File: src/rtl/intdiv_sched_if.sv
// Request/response bundle for intdiv_sched: two requester ports and one
// valid/ready response port. The master modport is the requester/consumer side,
// and the slave modport is the scheduler side.
interface intdiv_sched_if #(
  parameter int unsigned N = 5
) ();

  logic         req0_valid;
  logic         req0_ready;
  logic [N-1:0] req0_x;
  logic [N-1:0] req0_y;
  logic         req1_valid;
  logic         req1_ready;
  logic [N-1:0] req1_x;
  logic [N-1:0] req1_y;
  logic         rsp_valid;
  logic         rsp_ready;
  logic [N-1:0] rsp_q;
  logic         rsp_id;
  logic         rsp_dz;

  modport master (
    output req0_valid, req0_x, req0_y,
    input  req0_ready,
    output req1_valid, req1_x, req1_y,
    input  req1_ready,
    input  rsp_valid, rsp_q, rsp_id, rsp_dz,
    output rsp_ready
  );

  modport slave (
    input  req0_valid, req0_x, req0_y,
    output req0_ready,
    input  req1_valid, req1_x, req1_y,
    output req1_ready,
    output rsp_valid, rsp_q, rsp_id, rsp_dz,
    input  rsp_ready
  );

endinterface

File: src/rtl/intdiv_sched.sv
// intdiv_sched: round-robin scheduler for two requesters sharing one
// combinational signed array divider (intdiv_intdiv). Operands are registered,
// held for SETTLE_CYC cycles while the ripple array settles, and then the
// quotient is sampled. Divide-by-zero bypasses the core.
// Optional build macro INTDIV_SCHED_FASTPATH_EN: y == 1 returns x on the
// accept edge and skips the settle wait. Results are identical, and only the
// latency changes.

// Signed N-bit divider as a restoring array on magnitudes. The quotient is
// truncated toward zero. The result for y == 0 is meaningless because callers
// bypass that case.
module intdiv_intdiv #(
  parameter int unsigned N = 5
) (
  input  logic [N-1:0] x,
  input  logic [N-1:0] y,
  output logic [N-1:0] z
);

  logic [N-1:0] ax;
  logic [N-1:0] ay;
  logic [N-1:0] uq;
  logic [N-1:0] rem;
  logic [N:0]   trial;

  // One restoring subtract stage per quotient bit, MSB first.
  always_comb begin
    ax    = x[N-1] ? -x : x;
    ay    = y[N-1] ? -y : y;
    rem   = '0;
    uq    = '0;
    trial = '0;
    for (int i = N - 1; i >= 0; i--) begin
      trial = {rem, ax[i]};
      if (trial >= {1'b0, ay}) begin
        trial = trial - {1'b0, ay};
        uq[i] = 1'b1;
      end
      rem = trial[N-1:0];
    end
    z = (x[N-1] ^ y[N-1]) ? -uq : uq;
  end

endmodule

module intdiv_sched #(
  parameter int unsigned N          = 5,
  // Legal range 1..15; the settle counter is 4 bits wide.
  parameter int unsigned SETTLE_CYC = 3
) (
  input logic          clk,
  input logic          rst_n,
  intdiv_sched_if.slave bus
);

  typedef enum logic [1:0] {StIdle, StSettle, StDone} state_e;

  localparam logic [3:0]   CntLoad = 4'(SETTLE_CYC - 1);
  localparam logic [N-1:0] One     = {{(N-1){1'b0}}, 1'b1};

  state_e       state_q, state_d;
  logic [N-1:0] x_q, x_d;
  logic [N-1:0] y_q, y_d;
  logic [N-1:0] quo_q, quo_d;
  logic         id_q, id_d;
  logic         dz_q, dz_d;
  logic         last_q, last_d;
  logic [3:0]   cnt_q, cnt_d;

  logic         gnt0;
  logic         gnt1;
  logic [N-1:0] acc_x;
  logic [N-1:0] acc_y;
  logic [N-1:0] core_z;

  // The core only ever sees registered operands, so it is stable across SETTLE.
  intdiv_intdiv #(
    .N (N)
  ) u_core (
    .x (x_q),
    .y (y_q),
    .z (core_z)
  );

  // Round-robin grant: on contention the requester that did not win last time wins.
  always_comb begin
    gnt0  = (state_q == StIdle) && bus.req0_valid && (!bus.req1_valid || last_q);
    gnt1  = (state_q == StIdle) && bus.req1_valid && (!bus.req0_valid || !last_q);
    acc_x = gnt1 ? bus.req1_x : bus.req0_x;
    acc_y = gnt1 ? bus.req1_y : bus.req0_y;
  end

  assign bus.req0_ready = gnt0;
  assign bus.req1_ready = gnt1;
  assign bus.rsp_valid  = (state_q == StDone);
  assign bus.rsp_q      = quo_q;
  assign bus.rsp_id     = id_q;
  assign bus.rsp_dz     = dz_q;

  // Next-state and datapath register updates.
  always_comb begin
    state_d = state_q;
    x_d     = x_q;
    y_d     = y_q;
    quo_d   = quo_q;
    id_d    = id_q;
    dz_d    = dz_q;
    last_d  = last_q;
    cnt_d   = cnt_q;
    case (state_q)
      StIdle: begin
        if (gnt0 || gnt1) begin
          x_d    = acc_x;
          y_d    = acc_y;
          id_d   = gnt1;
          last_d = gnt1;
          if (acc_y == '0) begin
            quo_d   = '0;
            dz_d    = 1'b1;
            state_d = StDone;
          end
`ifdef INTDIV_SCHED_FASTPATH_EN
          else if (acc_y == One) begin
            quo_d   = acc_x;
            dz_d    = 1'b0;
            state_d = StDone;
          end
`endif
          else begin
            cnt_d   = CntLoad;
            state_d = StSettle;
          end
        end
      end
      StSettle: begin
        if (cnt_q == '0) begin
          quo_d   = core_z;
          dz_d    = 1'b0;
          state_d = StDone;
        end else begin
          cnt_d = cnt_q - 4'd1;
        end
      end
      StDone: begin
        if (bus.rsp_ready) begin
          state_d = StIdle;
        end
      end
      default: state_d = StIdle;
    endcase
  end

  // State and datapath registers. Reset aborts any operation in flight.
  always_ff @(posedge clk or negedge rst_n) begin
    if (!rst_n) begin
      state_q <= StIdle;
      x_q     <= '0;
      y_q     <= '0;
      quo_q   <= '0;
      id_q    <= 1'b0;
      dz_q    <= 1'b0;
      last_q  <= 1'b1;
      cnt_q   <= '0;
    end else begin
      state_q <= state_d;
      x_q     <= x_d;
      y_q     <= y_d;
      quo_q   <= quo_d;
      id_q    <= id_d;
      dz_q    <= dz_d;
      last_q  <= last_d;
      cnt_q   <= cnt_d;
    end
  end

endmodule

File: src/flat_wrapper.sv
// flat-port wrapper written by rule: the top's interface ports become plain ports
module intdiv_sched_flat 
#(
  parameter int unsigned N          = 5,
                                                          
  parameter int unsigned SETTLE_CYC = 3
)
  (clk, rst_n, bus_req0_valid, bus_req0_x, bus_req0_y, bus_req0_ready, bus_req1_valid, bus_req1_x, bus_req1_y, bus_req1_ready, bus_rsp_valid, bus_rsp_q, bus_rsp_id, bus_rsp_dz, bus_rsp_ready);
  intdiv_sched_if #(.N(N)) bus_i ();
  input logic clk;
  input logic rst_n;
  input wire logic [$bits(bus_i.req0_valid)-1:0] bus_req0_valid;
  input wire logic [$bits(bus_i.req0_x)-1:0] bus_req0_x;
  input wire logic [$bits(bus_i.req0_y)-1:0] bus_req0_y;
  output wire logic [$bits(bus_i.req0_ready)-1:0] bus_req0_ready;
  input wire logic [$bits(bus_i.req1_valid)-1:0] bus_req1_valid;
  input wire logic [$bits(bus_i.req1_x)-1:0] bus_req1_x;
  input wire logic [$bits(bus_i.req1_y)-1:0] bus_req1_y;
  output wire logic [$bits(bus_i.req1_ready)-1:0] bus_req1_ready;
  output wire logic [$bits(bus_i.rsp_valid)-1:0] bus_rsp_valid;
  output wire logic [$bits(bus_i.rsp_q)-1:0] bus_rsp_q;
  output wire logic [$bits(bus_i.rsp_id)-1:0] bus_rsp_id;
  output wire logic [$bits(bus_i.rsp_dz)-1:0] bus_rsp_dz;
  input wire logic [$bits(bus_i.rsp_ready)-1:0] bus_rsp_ready;
  assign bus_i.req0_valid = bus_req0_valid;
  assign bus_i.req0_x = bus_req0_x;
  assign bus_i.req0_y = bus_req0_y;
  assign bus_req0_ready = bus_i.req0_ready;
  assign bus_i.req1_valid = bus_req1_valid;
  assign bus_i.req1_x = bus_req1_x;
  assign bus_i.req1_y = bus_req1_y;
  assign bus_req1_ready = bus_i.req1_ready;
  assign bus_rsp_valid = bus_i.rsp_valid;
  assign bus_rsp_q = bus_i.rsp_q;
  assign bus_rsp_id = bus_i.rsp_id;
  assign bus_rsp_dz = bus_i.rsp_dz;
  assign bus_i.rsp_ready = bus_rsp_ready;
  intdiv_sched #(.N(N), .SETTLE_CYC(SETTLE_CYC)) u_core (.clk(clk), .rst_n(rst_n), .bus(bus_i));
endmodule
File: config.mk
export PLATFORM = sky130hd
export DESIGN_NAME = intdiv_sched_flat
export DESIGN_NICKNAME = d
export VERILOG_FILES = /design/src/rtl/intdiv_sched_if.sv /design/src/rtl/intdiv_sched.sv /design/src/flat_wrapper.sv
export SDC_FILE = /design/constraint.sdc
export NUM_CORES = 1
export LEC_CHECK = 0
export BUFFER_PORTS_ARGS = -buffer_cell sky130_fd_sc_hd__clkbuf_2
export CAP_MARGIN = 15
export CORE_ASPECT_RATIO = 0.8
export CORE_MARGIN = 2
export CORE_UTILIZATION = 46
export DETAILED_ROUTE_END_ITERATION = 10
export GPL_ROUTABILITY_DRIVEN = 0
export GPL_TIMING_DRIVEN = 0
export PLACE_DENSITY = 0.71
export SYNTH_ARGS = -nofsm -noshare
export SYNTH_HDL_FRONTEND = slang
export SYNTH_HIERARCHICAL = 1
export SYNTH_SLANG_ARGS = --single-unit
File: constraint.sdc
create_clock -name clk -period 10.5 [get_ports clk]
set_input_delay 0.525 -clock clk [delete_from_list [all_inputs] [get_ports clk]]
set_output_delay 0.525 -clock clk [all_outputs]
set_load 0.03 [all_outputs]
==> results.json, run 1 <==
{
  "rsz0062_at_grt": "no",
  "clk_pin_slew_worst_paths_ns": 0.09,
  "yosys_warnings": 6,
  "finalSetupTns_ns": 0,
  "synthFlopType": "dfrtp_1",
  "drive_gt1_share_pct": 23.3,
  "path_max_fanout": 8,
  "cts-resized-gates": 0,
  "grt.total_usage_pct": 18.6,
  "worstPathArrival_ns": 8.96,
  "status": "complete, no violations",
  "relSlewSlack_pct": 33.8,
  "grt-ovfl-total": 0,
  "cpMaxStageDelayCell": "mux2i_1",
  "nets": 361,
  "h-tree-depth": 1,
  "start_util_pct": 48.7,
  "finalWirelength_um": 5270,
  "core_area_um2": 5120,
  "cts-root-buf": "clkbuf_8",
  "syn2layout_area_growth_pct": 12.1,
  "syn-num-nets": 322,
  "cts_hold_buf": 0,
  "r2r_setup_slack_ns": 1.70,
  "synth_top_area_share_pct": 23.1,
  "r2r-start": "u_core/y_q[0]",
  "ant_nets": 0,
  "yosys-top-cells-count": "a21oi_1, ha_1, nor2_1",
  "vias_per_cell": 5.58,
  "yosysTopAreaCell": "dfrtp_1",
  "dr.pass1.iters": 4,
  "drc": 0,
  "synth_area_um2": 2490,
  "numCtsBuffers": 3,
  "clkSinkCount": 24,
  "synth_cell_types": 60,
  "ys_seq_area_share_pct": 24.1,
  "register_area_um2": 602,
  "cts_buffer_depth": 2,
  "tightest_slew_ns": 0.966,
  "multi_input_area_um2": 1760,
  "antenna_found_initial": 0,
  "clock_latency_ns": 0.27,
  "setup_slack_ns": 1.70,
  "grt_pass1_vias": 1979,
  "crit_type": "flip-flop to flip-flop",
  "finalSetupViolations": 0,
  "postCtsSetupRepairBufs": 0,
  "fmax_mhz": 114,
  "post_drt_wl_per_cell_um": 14.4,
  "grt_pass1_wl_um": 9230,
  "cp-start-kind": "flip-flop",
  "reg2reg_to": "u_core/bus.rsp_q[4]",
  "cts_tree": "yes",
  "ios": 35,
  "min_path_type": "input port to async pin",
  "reg2reg_depth": 37,
  "final_util_pct": 54.6,
  "crit_top_cell": "ha_1",
  "hold_violations": 0,
  "crit_required_ns": 10.66,
  "die_area_um2": 6030,
  "port_buffers": 34,
  "place_ws_ns": 1.64,
  "period_share_pct": 83.8,
  "vias": 2048,
  "diodes": 0,
  "slowest_delay_ns": 0.77,
  "worstSetupEndpointType": "flip-flop",
  "synth.top_cells.by_area": "dfrtp_1, ha_1, mux2i_1",
  "cap_viol_max_count": 0,
  "yosys_register_bits": 24,
  "syn_area_per_cell_um2": 9.33,
  "fill_cells": 482,
  "die_x_um": 86.3,
  "die_h_um": 69.8,
  "synthArstFlopShare_pct": 100,
  "hpwlAfterDp_um": 4360,
  "drv_slew": 0,
  "min_period_ns": 8.80,
  "drt_first_iter_violations": 83,
  "postSynthCellCount": 267,
  "skew_ns": 0.00572,
  "synth_edf_count": 0,
  "num_rows": 23,
  "grt_max_degree": 25
}
-- cell families after synthesis --
| group | after synthesis | synth area share (%) |
|---|---|---|
| compound gates | 71 | 22.9 |
| xor+xnor | 16 | 5.92 |
| fa+ha+maj | 30 | 16.0 |
| buf+inv | 30 | 5.22 |
| flops | 24 | 24.1 |
| mux | 23 | 9.74 |
| simple gates | 73 | 16.1 |
-- critical path: cells and delay by family (launching register included) --
family	cells	cell delay, ns
buffers and inverters	2	0.24
AND/OR/NAND/NOR	5	0.74
adder cells (fa/ha/maj)	7	2.17
flip-flops	1	0.54
AO/OA/AOI/OAI	18	3.19
multiplexers	4	1.66
XOR/XNOR	1	0.16
-- sequential cells by signal, indices dropped and copies added, names as in the netlist --
register and cells:
u_core/bus.rsp_q 5, u_core/state_q 2, u_core/x_q 5, u_core/last_q 1, u_core/cnt_q 4, u_core/y_q 5, u_core/bus.rsp_id 1, u_core/bus.rsp_dz 1
-- routing by layer --
metal | wire (µm) | up-vias | GRT usage [%]
met2 | 2280 | 27 | 28.3
met1 | 2840 | 970 | 28.9
met3 | 145 | 2 | 2.86
li1 | - | 1049 | -
met4 | 13 | 0 | 1.56
met5 | 0 | - | 0
-- worst max path at each step --
stage | end | start | cells after the start
2_1_floorplan | u_core/bus.rsp_q[4] | u_core/y_q[0] | 36
3_5_place_dp | u_core/bus.rsp_q[4] | u_core/y_q[0] | 37
3_3_place_gp | u_core/bus.rsp_q[4] | u_core/y_q[0] | 37
6_report | u_core/bus.rsp_q[4] | u_core/y_q[0] | 37
5_1_grt | u_core/bus.rsp_q[4] | u_core/y_q[0] | 37
4_1_cts | u_core/bus.rsp_q[4] | u_core/y_q[0] | 37
-- cells in the final DEF, fill, tap and decap left out, types with 2 or more instances in the layout --
cell type and instances:
or2_2 3, buf_4 2, mux2_2 6, nor2_2 3
xnor2_1 11, a21o_1 10, a21oi_1 27, dfrtp_1 23
inv_1 24, nand2b_1 5, a211oi_4 2, and2_1 2
ha_1 27, mux2i_1 16, and3_1 3, o21ai_0 3
and4b_1 2, a22o_1 5, fa_1 3, xor2_1 4
nor3_1 2, buf_2 2, clkbuf_2 34, o31ai_1 5
nor4_1 2, or3_1 2, nand2_1 11, nor2_1 25
clkbuf_8 4, nor2b_1 2, a31oi_1 4
-- layout make-up --
type	instances	share of cell area (%)
plain buffers	6	1.43
repair buffers	34	6.09
well taps	62	2.78
flip-flops and latches	24	21.5
clock buffers	4	1.97
inverters	24	3.22
multi-input cells	213	63.0
-- metrics by stage --
stage	instances	instance area (µm²)	hold slack, ns
floorplan	267	2490	0.229
global placement	363	2740	0.488
detailed placement	363	2740	0.495
CTS	367	2800	0.269
global route	367	2800	0.290
finish	367	2800	0.245
Power of run 1 is left out: the tool's default activity adds up to more than one toggle a clock period on the data nets, which glitch-free logic cannot reach.
==> run 2: changes to the inputs <==
==> constraint.sdc (replaced) <==
create_clock -name clk -period 8.2 [get_ports clk]
set_input_delay 0.41 -clock clk [delete_from_list [all_inputs] [get_ports clk]]
set_output_delay 0.41 -clock clk [all_outputs]
set_load 0.03 [all_outputs]
==> results.json, run 2 (synthesis gave the netlist of run 1 again) <==
{
  "status": "complete, no violations",
  "dr.pass1.iters": 4,
  "final_common_cell": "clkbuf_2",
  "diodes": 0,
  "worstSetupEndpointType": "flip-flop",
  "hpwlAfterDp_um": 4360,
  "path_buf_inv": 2,
  "drv_slew": 0,
  "cpMaxStageDelayCell": "fa_1",
  "die_area_um2": 6030,
  "instances_no_fill": 380,
  "hold_violations": 0,
  "crit_type": "flip-flop to flip-flop",
  "numCtsBuffers": 3,
  "clock_latency_ns": 0.27,
  "clk_pin_slew_worst_paths_ns": 0.09,
  "final_cell_mix": "clkbuf_2, inv_1, nor2_1, ha_1, a21oi_1",
  "syn2layout_area_growth_pct": 21.5,
  "drive_gt1_share_pct": 32.4,
  "nets": 374,
  "cp-start-kind": "flip-flop",
  "port_buffers": 34,
  "finalSetupViolations": 0,
  "vias": 2095,
  "crit_family": "compound AO/OA/AOI/OAI gates",
  "antenna_found_initial": 0,
  "grt_pass1_vias": 2016,
  "die_h_um": 69.8,
  "cts-root-buf": "clkbuf_8",
  "grt_pass1_wl_um": 9370,
  "tightest_slew_ns": 0.604,
  "h-tree-depth": 1,
  "cts_hold_buf": 0,
  "final_area_um2": 3030,
  "fill_cells": 465,
  "final_util_pct": 59.1,
  "crit_required_ns": 8.37,
  "relSlewSlack_pct": 59.7,
  "clkSinkCount": 24,
  "grt-ovfl-total": 0,
  "slowest_delay_ns": 0.44,
  "fmax_mhz": 130,
  "holdWs_ns": 0.129,
  "num_rows": 23,
  "cts_buffer_depth": 2,
  "vias_per_cell": 5.51,
  "core_area_um2": 5120,
  "ios": 35,
  "finalWirelength_um": 5610,
  "worstPathArrival_ns": 7.89,
  "drc": 0,
  "period_share_pct": 94.1,
  "die_x_um": 86.3,
  "dp.cells": 363,
  "cap_viol_max_count": 0,
  "post_drt_wl_per_cell_um": 14.8,
  "placed_cell_area_um2": 2740,
  "path_max_fanout": 7,
  "start_util_pct": 48.7,
  "skew_ns": 0.00696,
  "min_period_ns": 7.72,
  "crit_top_cell": "ha_1",
  "drt_first_iter_violations": 92,
  "ant_nets": 0,
  "min_path_type": "input port to async pin",
  "cts_tree": "yes",
  "grt_max_degree": 25,
  "grt.total_usage_pct": 18.9
}
[run 2: metal layers]
| metal | global-route usage (%) | part of all wire (%) | vias up |
|---|---|---|---|
| met3 | 2.86 | 2.8 | 2 |
| met5 | 0 | 0 | - |
| li1 | - | - | 1070 |
| met2 | 29.2 | 44 | 33 |
| met1 | 29.0 | 53 | 990 |
| met4 | 1.56 | 0.23 | 0 |
[run 2: cell type report]
class | instances | area, µm² | area share (%)
buffer | 6 | 40.0 | 1.32
sequential | 24 | 604 | 20.0
timing repair buffer | 47 | 268 | 8.84
tap | 62 | 77.6 | 2.56
inverter | 24 | 90.1 | 2.98
clock buffer | 4 | 55.1 | 1.82
multi-input combinational | 213 | 1890 | 62.5
[run 2: timing repair]
item | CTS | global route
setup buffers | 2 | 11
setup endpoints to repair | 5 | 5
gates resized for setup | 8 | 16
pin swaps | 1 | 7
[run 2: through the flow]
stage,worst slack [ns],setup TNS (ns)
4_1_cts,0.00792,0
6_report,0.480,0
3_5_place_dp,-0.657,-2.63
5_1_grt,-0.0414,-0.0414
2_1_floorplan,0.438,0
3_3_place_gp,-0.601,-2.35
[run 2: worst paths after layout]
kind	startpoint	end	slack, ns	cells past startpoint
setup / recovery	u_core/y_q[1]	u_core/bus.rsp_q[4]	0.48	39
max in group asynchronous	rst_n	u_core/y_q[1]	7.63	1
setup reg to reg	u_core/y_q[1]	u_core/bus.rsp_q[4]	0.48	39
hold reg to reg	u_core/bus.rsp_q[0]	u_core/bus.rsp_q[0]	0.51	1
hold / removal	rst_n	u_core/cnt_q[2]	0.13	1
min in group clk	bus_rsp_ready	u_core/state_q[1]	0.30	2
Power of run 2 is left out for the same reason.
